File: config.mk
export PLATFORM = sky130hd
export DESIGN_NAME = uart_sample_packer
export DESIGN_NICKNAME = d
export VERILOG_FILES = /design/src/rtl/uart_audio_pkg.sv /design/src/rtl/sync_fifo.sv /design/src/rtl/uart_sample_packer.sv
export SDC_FILE = /design/constraint.sdc
export NUM_CORES = 1
export LEC_CHECK = 0
export CAP_MARGIN = 15
export CORE_AREA = 2 2 142 144
export CTS_BUF_LIST = sky130_fd_sc_hd__clkbuf_4
export DETAILED_ROUTE_END_ITERATION = 12
export DIE_AREA = 0 0 144 146
export DONT_BUFFER_PORTS = 1
export PLACE_DENSITY = 0.73
export SYNTH_ARGS = -nofsm -noshare
export SYNTH_HDL_FRONTEND = slang
export SYNTH_SLANG_ARGS = --single-unit
File: constraint.sdc
create_clock -name CLK50MHz -period 5.2 [get_ports CLK50MHz]
set_input_delay 1.04 -clock CLK50MHz [delete_from_list [all_inputs] [get_ports CLK50MHz]]
set_output_delay 1.04 -clock CLK50MHz [all_outputs]
set_load 0.02 [all_outputs]
File: src/rtl/uart_audio_pkg.sv
// ---------------------------------------------------------------------------
// uart_audio_pkg
// Shared definitions for the UART audio sample path: the byte-packer state
// encoding, default FIFO depth and the default inter-byte timeout.
// ---------------------------------------------------------------------------
package uart_audio_pkg;

    // Packer FSM: waiting for the low byte, or holding it and waiting for
    // the high byte.
    typedef enum logic {
        WAIT_LO = 1'b0,
        WAIT_HI = 1'b1
    } packer_state_t;

    localparam int DEPTH_DEFAULT          = 16;
    // 5 ms at 50 MHz between the low and the high byte.
    localparam int TIMEOUT_CYCLES_DEFAULT = 250000;
    localparam int TIMEOUT_CNT_W          = 18;
    localparam int SAMPLE_W               = 16;

endpackage : uart_audio_pkg

File: src/rtl/sync_fifo.sv
// ---------------------------------------------------------------------------
// sync_fifo
// Single-clock first-word-fall-through FIFO. The oldest entry is presented
// on pop_data_o whenever empty_o is low.
//
// Ports
//   CLK50MHz     system clock, rising edge
//   RESET        asynchronous active-low reset (pointers and count only)
//   push_i       write request; taken when not full, or when full and a pop
//                happens in the same cycle
//   push_data_i  write data
//   pop_i        read request; ignored while empty
//   pop_data_o   head entry (valid while empty_o = 0)
//   full_o       count_o == DEPTH
//   empty_o      count_o == 0
//   count_o      number of stored entries, 0..DEPTH
// DEPTH must be a power of two (2..256) so the pointers wrap naturally.
// ---------------------------------------------------------------------------
module sync_fifo #(
    parameter int DEPTH = 16,
    parameter int WIDTH = 16
) (
    input  logic                       CLK50MHz,
    input  logic                       RESET,
    input  logic                       push_i,
    input  logic [WIDTH-1:0]           push_data_i,
    input  logic                       pop_i,
    output logic [WIDTH-1:0]           pop_data_o,
    output logic                       full_o,
    output logic                       empty_o,
    output logic [$clog2(DEPTH):0]     count_o
);

    localparam int PTR_W = $clog2(DEPTH);
    localparam int CNT_W = PTR_W + 1;

    // Storage is deliberately not reset; only the bookkeeping is.
    logic [WIDTH-1:0] mem_q [DEPTH];

    logic [PTR_W-1:0] wr_ptr_q, wr_ptr_d;
    logic [PTR_W-1:0] rd_ptr_q, rd_ptr_d;
    logic [CNT_W-1:0] count_q,  count_d;

    logic wr_en;
    logic rd_en;

    assign full_o  = (count_q == CNT_W'(DEPTH));
    assign empty_o = (count_q == '0);
    assign count_o = count_q;

    assign rd_en = pop_i && !empty_o;
    // A full FIFO still takes a write when the head leaves in the same cycle.
    assign wr_en = push_i && (!full_o || rd_en);

    always_comb begin
        wr_ptr_d = wr_ptr_q;
        rd_ptr_d = rd_ptr_q;
        count_d  = count_q;
        if (wr_en) begin
            wr_ptr_d = wr_ptr_q + 1'b1;
        end
        if (rd_en) begin
            rd_ptr_d = rd_ptr_q + 1'b1;
        end
        case ({wr_en, rd_en})
            2'b10:   count_d = count_q + 1'b1;
            2'b01:   count_d = count_q - 1'b1;
            default: count_d = count_q;
        endcase
    end

    always_ff @(posedge CLK50MHz or negedge RESET) begin
        if (!RESET) begin
            wr_ptr_q <= '0;
            rd_ptr_q <= '0;
            count_q  <= '0;
        end else begin
            wr_ptr_q <= wr_ptr_d;
            rd_ptr_q <= rd_ptr_d;
            count_q  <= count_d;
        end
    end

    always_ff @(posedge CLK50MHz) begin
        if (wr_en) begin
            mem_q[wr_ptr_q] <= push_data_i;
        end
    end

    // Asynchronous read of the head entry gives fall-through behaviour:
    // a word written while empty is visible the cycle after the write.
    assign pop_data_o = mem_q[rd_ptr_q];

endmodule : sync_fifo

File: src/rtl/uart_sample_packer.sv
// ---------------------------------------------------------------------------
// uart_sample_packer
// Pairs consecutive UART bytes (low byte first) into 16-bit audio samples
// and queues them in a FWFT FIFO for the audio block. A low byte that is not
// followed by its high byte within TIMEOUT_CYCLES is discarded so the byte
// stream resynchronises.
//
// Ports
//   CLK50MHz       system clock, rising edge
//   RESET          asynchronous active-low reset
//   rx_data        received byte
//   rx_valid       one-cycle strobe qualifying rx_data
//   sample_data    FIFO head {high, low}; valid while sample_valid = 1
//   sample_valid   FIFO non-empty
//   sample_ready   consumer accepts sample_data
//   fill_level     samples currently stored
//   overflow_flag  sticky: completed sample dropped on a full FIFO
//   timeout_flag   sticky: partial sample discarded on timeout
//   clr_flags      synchronous clear of both sticky flags (wins over set)
// ---------------------------------------------------------------------------
module uart_sample_packer
    import uart_audio_pkg::*;
#(
    parameter int DEPTH          = DEPTH_DEFAULT,
    parameter int TIMEOUT_CYCLES = TIMEOUT_CYCLES_DEFAULT
) (
    input  logic                     CLK50MHz,
    input  logic                     RESET,
    input  logic [7:0]               rx_data,
    input  logic                     rx_valid,
    output logic [SAMPLE_W-1:0]      sample_data,
    output logic                     sample_valid,
    input  logic                     sample_ready,
    output logic [$clog2(DEPTH):0]   fill_level,
    output logic                     overflow_flag,
    output logic                     timeout_flag,
    input  logic                     clr_flags
);

    localparam logic [TIMEOUT_CNT_W-1:0] TMO_LAST = TIMEOUT_CNT_W'(TIMEOUT_CYCLES - 1);

    packer_state_t             state_q, state_d;
    logic [7:0]                lo_byte_q, lo_byte_d;
    logic [TIMEOUT_CNT_W-1:0]  tmo_cnt_q, tmo_cnt_d;
    logic                      ovf_q, ovf_d;
    logic                      tmo_flag_q, tmo_flag_d;

    logic                      push;
    logic                      tmo_event;
    logic                      pop;
    logic                      fifo_full;
    logic                      fifo_empty;
    logic                      push_refused;

    always_comb begin
        state_d   = state_q;
        lo_byte_d = lo_byte_q;
        tmo_cnt_d = tmo_cnt_q;
        push      = 1'b0;
        tmo_event = 1'b0;
        case (state_q)
            WAIT_LO: begin
                tmo_cnt_d = '0;
                if (rx_valid) begin
                    lo_byte_d = rx_data;
                    state_d   = WAIT_HI;
                end
            end
            WAIT_HI: begin
                // A byte arriving in the timeout cycle still completes the
                // sample, so rx_valid is tested before the counter.
                if (rx_valid) begin
                    push      = 1'b1;
                    tmo_cnt_d = '0;
                    state_d   = WAIT_LO;
                end else if (tmo_cnt_q == TMO_LAST) begin
                    tmo_event = 1'b1;
                    lo_byte_d = '0;
                    tmo_cnt_d = '0;
                    state_d   = WAIT_LO;
                end else begin
                    tmo_cnt_d = tmo_cnt_q + 1'b1;
                end
            end
            default: begin
                state_d   = WAIT_LO;
                tmo_cnt_d = '0;
            end
        endcase
    end

    assign sample_valid = !fifo_empty;
    assign pop          = sample_valid && sample_ready;
    // Same acceptance rule the FIFO applies internally; mirrored here only to
    // raise the overflow flag.
    assign push_refused = push && fifo_full && !pop;

    always_comb begin
        ovf_d      = ovf_q;
        tmo_flag_d = tmo_flag_q;
        if (clr_flags) begin
            ovf_d      = 1'b0;
            tmo_flag_d = 1'b0;
        end else begin
            if (push_refused) begin
                ovf_d = 1'b1;
            end
            if (tmo_event) begin
                tmo_flag_d = 1'b1;
            end
        end
    end

    always_ff @(posedge CLK50MHz or negedge RESET) begin
        if (!RESET) begin
            state_q    <= WAIT_LO;
            lo_byte_q  <= '0;
            tmo_cnt_q  <= '0;
            ovf_q      <= 1'b0;
            tmo_flag_q <= 1'b0;
        end else begin
            state_q    <= state_d;
            lo_byte_q  <= lo_byte_d;
            tmo_cnt_q  <= tmo_cnt_d;
            ovf_q      <= ovf_d;
            tmo_flag_q <= tmo_flag_d;
        end
    end

    assign overflow_flag = ovf_q;
    assign timeout_flag  = tmo_flag_q;

    sync_fifo #(
        .DEPTH (DEPTH),
        .WIDTH (SAMPLE_W)
    ) u_fifo (
        .CLK50MHz    (CLK50MHz),
        .RESET       (RESET),
        .push_i      (push),
        .push_data_i ({rx_data, lo_byte_q}),
        .pop_i       (pop),
        .pop_data_o  (sample_data),
        .full_o      (fifo_full),
        .empty_o     (fifo_empty),
        .count_o     (fill_level)
    );

endmodule : uart_sample_packer

# Word-level counts from Yosys, hierarchy flattened
# Memories as Yosys holds them, arrays and structs flattened.
# Index checks and enable logic that the tools add are counted.
# W data, S select, Z words.
# word_totals
register_bits	42
ram_bits	256
mem_count	1
# classes
addsub	5
n_eq_ne	7
mux	22
n_bitwise	1
n_reduce_logical	14
# mem_list
memory	depth	word_bits	read_ports	rd_ports_with_merged_regs	write_ports	line_no	rtl
u_fifo.mem_q	16	16	1	0	1	sync_fifo.sv:38	logic [WIDTH-1:0] mem_q [DEPTH];
# op_table
operator	n
$mux W18	2
$pmux W18 S2	1
$mux W8	3
$add A18 B1 Y18 const B	1
$eq A18 B18 Y1 const B	1
$pmux W8 S2	1
$mux W1	13
$pmux W5 S2	1
$add A4 B1 Y4 const B	2
$reduce_bool A2 Y1	3
$add A5 B1 Y5 const B	1
$eq A5 B5 Y1 const B	1
$logic_and A1 B1 Y1	5
$logic_not A5 Y1	1
$sub A5 B1 Y5 const B	1
$ne A2 B2 Y1 const B	2
$logic_not A1 Y1	3
$reduce_and A3 Y1	1
$eq A2 B1 Y1 const B	1
$eq A2 B2 Y1 const B	1
$ne A2 B1 Y1 const B	1
$pmux W1 S2	1
$logic_or A1 B1 Y1	1
$not A1 Y1	1

# Logic depth before layout (Yosys ltp)
# logic_depth
depth_word	8
ltp_mapped	10
mapped_depth_nobuf	9

# Cells and area by module
# A second synthesis with hierarchy kept.
# hier_totals
hier_cells	642
area_unflattened_um2	11895.2
# modules_own_cells
module	instances	cells_per_inst	area_each_um2	seq_area_each_um2
sync_fifo	1	496	10508.8	8012.7
uart_sample_packer	1	146	1386.3	725.7

# Least setup slack after synthesis
# No wires, ideal clock.
# synth_path
path_kind	register to output
start	reg u_fifo.rd_ptr_q[0]
end	out sample_data[10]
arrival_ps	1781
t_required_ps	4160
setup_slack_ps	2379
path_stages_with_launch	6
n_path_buf	2
cell_sequence	dfrtp_1 -> buf_2 -> buf_2 -> mux4_2 -> a22oi_1 -> nand2_1
# synth_between
elab_chain_cells	1
# synth_lines
element	line_no	rtl
start: declaration	sync_fifo.sv:41	logic [PTR_W-1:0] rd_ptr_q, rd_ptr_d;
start signal: assignment	sync_fifo.sv:79	rd_ptr_q <= rd_ptr_d;
$mem_v2 Z16 W16	n/a	
end: declaration	uart_sample_packer.sv:31	output logic [SAMPLE_W-1:0] sample_data,
# Every way passes these cells.

# Worst setup path after layout
# layout_path
start	reg u_fifo.rd_ptr_q[0]
end	out sample_data[13]
# Same word-level chain as after synthesis.

==> impl_metrics.env <==
export IMPL_relSlewSlack_pct=19.9
export IMPL_reg2reg_slack_ns=2.07
export IMPL_setup_violations=0
export IMPL_stdcell_count=998
export IMPL_yosysSeqAreaShare_pct=74.3
export IMPL_yosysWarnings=0
export IMPL_post_route_min_period_ns=4.16
export IMPL_numCtsBuffers=76
export IMPL_cts_resized=0
export IMPL_n_fill_cell=1299
export IMPL_die_w_um=144
export IMPL_die_h_um=146
export IMPL_final_nets=699
export IMPL_drive_above_1_share_pct=29.1
export IMPL_p_sw_share_pct=31.0
export IMPL_dr_pass1_iters=5
export IMPL_worst_slew_pin_slew_ns=1.20
export IMPL_worstSetupPathType="register to output pin"
export IMPL_grt_max_degree=54
export IMPL_worstPathRequired_ns=4.16
export IMPL_drtIter0Drc=495
export IMPL_grt_pass1_vias=6428
export IMPL_synth_area_per_cell_sq_um=18.9
export IMPL_p_comb_share_pct=22.3
export IMPL_ir_drop_mv=0.312
export IMPL_p_int_mw=4.59
export IMPL_tns_ns=0
export IMPL_synth_nets=641
export IMPL_totalWireLength_um=23500
export IMPL_place_inst=865
export IMPL_track_usage_pct=23.5
export IMPL_fmax_mhz=241
export IMPL_rsz0062_at_grt="false"
export IMPL_dieArea_sq_um=21000
export IMPL_synth_area_sq_um=11800
export IMPL_r2r_end="u_fifo.mem_q[11][12]"
export IMPL_path_clk_slew_ns=0.06
export IMPL_p_sw_mw=2.06
export IMPL_hold_path_class="input port to async pin"
export IMPL_cp_max_fo=53
export IMPL_fin_skew_ns=0.0314
export IMPL_final_core_util_pct=67.3
export IMPL_powerDensity_nw_per_um2=510
export IMPL_wl_per_cell_um=23.6
export IMPL_cts_htree_levels=3
export IMPL_io_buffers=0
export IMPL_grt_pass1_wl_um=36000
export IMPL_p_leak_nw=4.39
export IMPL_clock_path_buffers=3
export IMPL_pwr_share_clk_pct=29.6
export IMPL_min_period_over_period_pct=80.0
export IMPL_cts_tree="done"
export IMPL_dr_total_vias=6066
export IMPL_row_count=51
export IMPL_ys_ff_latch=298
export IMPL_syn_inst=621
export IMPL_seqPwrFrac_pct=48.1
export IMPL_hold_viol=0
export IMPL_place_congestion=0.775
export IMPL_endpoint_kind="output pin"
export IMPL_r2r_start="u_fifo.count_o[1]"
export IMPL_reg2reg_depth=4
export IMPL_drcViolationCount=0
export IMPL_io_pins=37
export IMPL_start_util_pct=60.8
export IMPL_ys_types=45
export IMPL_routed_via_density=6.08
export IMPL_drv_cap=0
export IMPL_cts_sinks=298
export IMPL_drv_slew=0
export IMPL_cp_start_kind="register"
export IMPL_final_cell_mix="edfxtp_1 (256), clkbuf_4 (126), mux4_2 (64)"
export IMPL_dpl_hpwl_um=13300
export IMPL_status="complete, no violations"
export IMPL_cts_root_buf="clkbuf_4"
export IMPL_syn_to_final_growth_pct=10.7
export IMPL_antenna_found_initial=1
export IMPL_ant_nets=0
export IMPL_core_area_sq_um=19300
export IMPL_overflow=0
export IMPL_cp_arrival_ns=3.12
export IMPL_layout_commonest_cell="edfxtp_1"
export IMPL_clock_latency_ns=0.67
sequential cells by signal, indices dropped and copies added (netlist names):
signal           count
lo_byte_q            8
overflow_flag        1
state_q              1
timeout_flag         1
tmo_cnt_q           18
u_fifo.count_o       5
u_fifo.mem_q       256
u_fifo.rd_ptr_q      4
u_fifo.wr_ptr_q      4
metrics by stage:
stage	area [sq um]	hold WS (ns)	worst slack, ns	total power, mW
4_1_cts	13000	0.00760	0.924	6.72
3_3_place_gp	12000	0.469	1.69	4.70
2_1_floorplan	11800	0.455	2.38	4.33
5_1_grt	13000	0.00235	0.727	6.99
3_5_place_dp	12000	0.500	1.66	4.76
6_report	13000	0.0566	1.04	6.64
power by group through the flow:
stage          sequential [mW]  combinational (mW)  clock [mW]
2_1_floorplan             2.99                1.34           0
3_3_place_gp              3.24                1.46           0
3_5_place_dp              3.25                1.50           0
4_1_cts                   3.20                1.50        2.01
5_1_grt                   3.25                1.59        2.15
6_report                  3.19                1.48        1.97
critical path: stages (launching register included):
cell and delay (ns):
dfrtp_4 1.10, buf_4 0.36, mux4_2 0.52, a22oi_1 0.22
nand2_1 0.19
routing by layer:
metal / share of wire (%) / vias up / routed length [um] / GRT usage (%)
met4: 1.5 / 0 / 349 / 8.48
met2: 51 / 207 / 11900 / 37.8
met1: 42 / 3161 / 9840 / 32.1
met5: 0 / - / 0 / 0
met3: 6.1 / 28 / 1430 / 5.43
li1: - / 2670 / - / -
area by class of cell:
class / count / area, sq um / area share [%]
clock buffers: 126 / 946 / 7.27
multi-input cells: 286 / 2870 / 22.1
clock inverters: 5 / 22.5 / 0.173
diodes: 1 / 2.50 / 0.0192
well taps: 265 / 332 / 2.55
repair buffers: 8 / 62.6 / 0.481
inverters: 9 / 33.8 / 0.260
flip-flops and latches: 298 / 8740 / 67.2
what timing repair did:
item | in CTS | in global routing
endpoints found under the hold margin | 0 | 4
buffers inserted | 0 | 0
hold buffers | 0 | 1
how the worst max path moves through the flow:
| stage | from | end | slack, ns |
|---|---|---|---|
| after floorplan | u_fifo.rd_ptr_q[0] | sample_data[10] | 2.38 |
| after global placement | u_fifo.rd_ptr_q[0] | sample_data[9] | 1.69 |
| after detailed placement | u_fifo.rd_ptr_q[0] | sample_data[9] | 1.66 |
| after CTS | u_fifo.rd_ptr_q[0] | sample_data[9] | 0.92 |
| after global routing | u_fifo.rd_ptr_q[0] | sample_data[14] | 0.73 |
| final | u_fifo.rd_ptr_q[0] | sample_data[13] | 1.04 |
cells by family (layout without fill, tap and decap cells):
family / Yosys count / in the layout / share of synthesized area, %
DFF: 298 / 298 / 74.3
and+or+nand+nor: 129 / 129 / 5.87
muxes: 69 / 69 / 12.7
AOI/OAI and AO/OA: 60 / 60 / 3.52
buffers and inverters: 37 / 148 / 1.28
xor gates and xnor gates: 21 / 21 / 1.56
adders and majority gates: 7 / 7 / 0.745
other: 0 / 1 / 0
cells in the mapped netlist (all sizes together):
cell type / number / area share [%]
or3: 2 / 0.11
and3b: 2 / 0.15
a41oi: 1 / 0.074
and2: 14 / 0.74
o2bb2ai: 1 / 0.074
a22oi: 32 / 2.0
nor2b: 3 / 0.16
nand2: 40 / 1.3
mux2: 3 / 0.29
o211ai: 2 / 0.13
nor3: 6 / 0.26
inv: 9 / 0.29
nor3b: 1 / 0.064
o22a: 1 / 0.074
o21ba: 1 / 0.085
and4: 4 / 0.30
buf: 17 / 0.64
o21bai: 1 / 0.096
edfxtp: 256 / 65
a21oi: 4 / 0.17
dfrtp: 42 / 8.9
nor4: 7 / 0.50
nand4: 7 / 0.43
a31oi: 1 / 0.053
nand3: 12 / 0.62
or4: 3 / 0.22
and4bb: 1 / 0.11
xor2: 5 / 0.37
xnor2: 16 / 1.2
ha: 7 / 0.74
a21boi: 1 / 0.064
and3: 1 / 0.053
mux4: 64 / 12
nand2b: 3 / 0.16
nor2: 23 / 0.73
clkbuf: 11 / 0.35
o31ai: 1 / 0.064
o21ai: 14 / 0.60
mux2i: 2 / 0.17
Power figures use the tool's default switching activity.
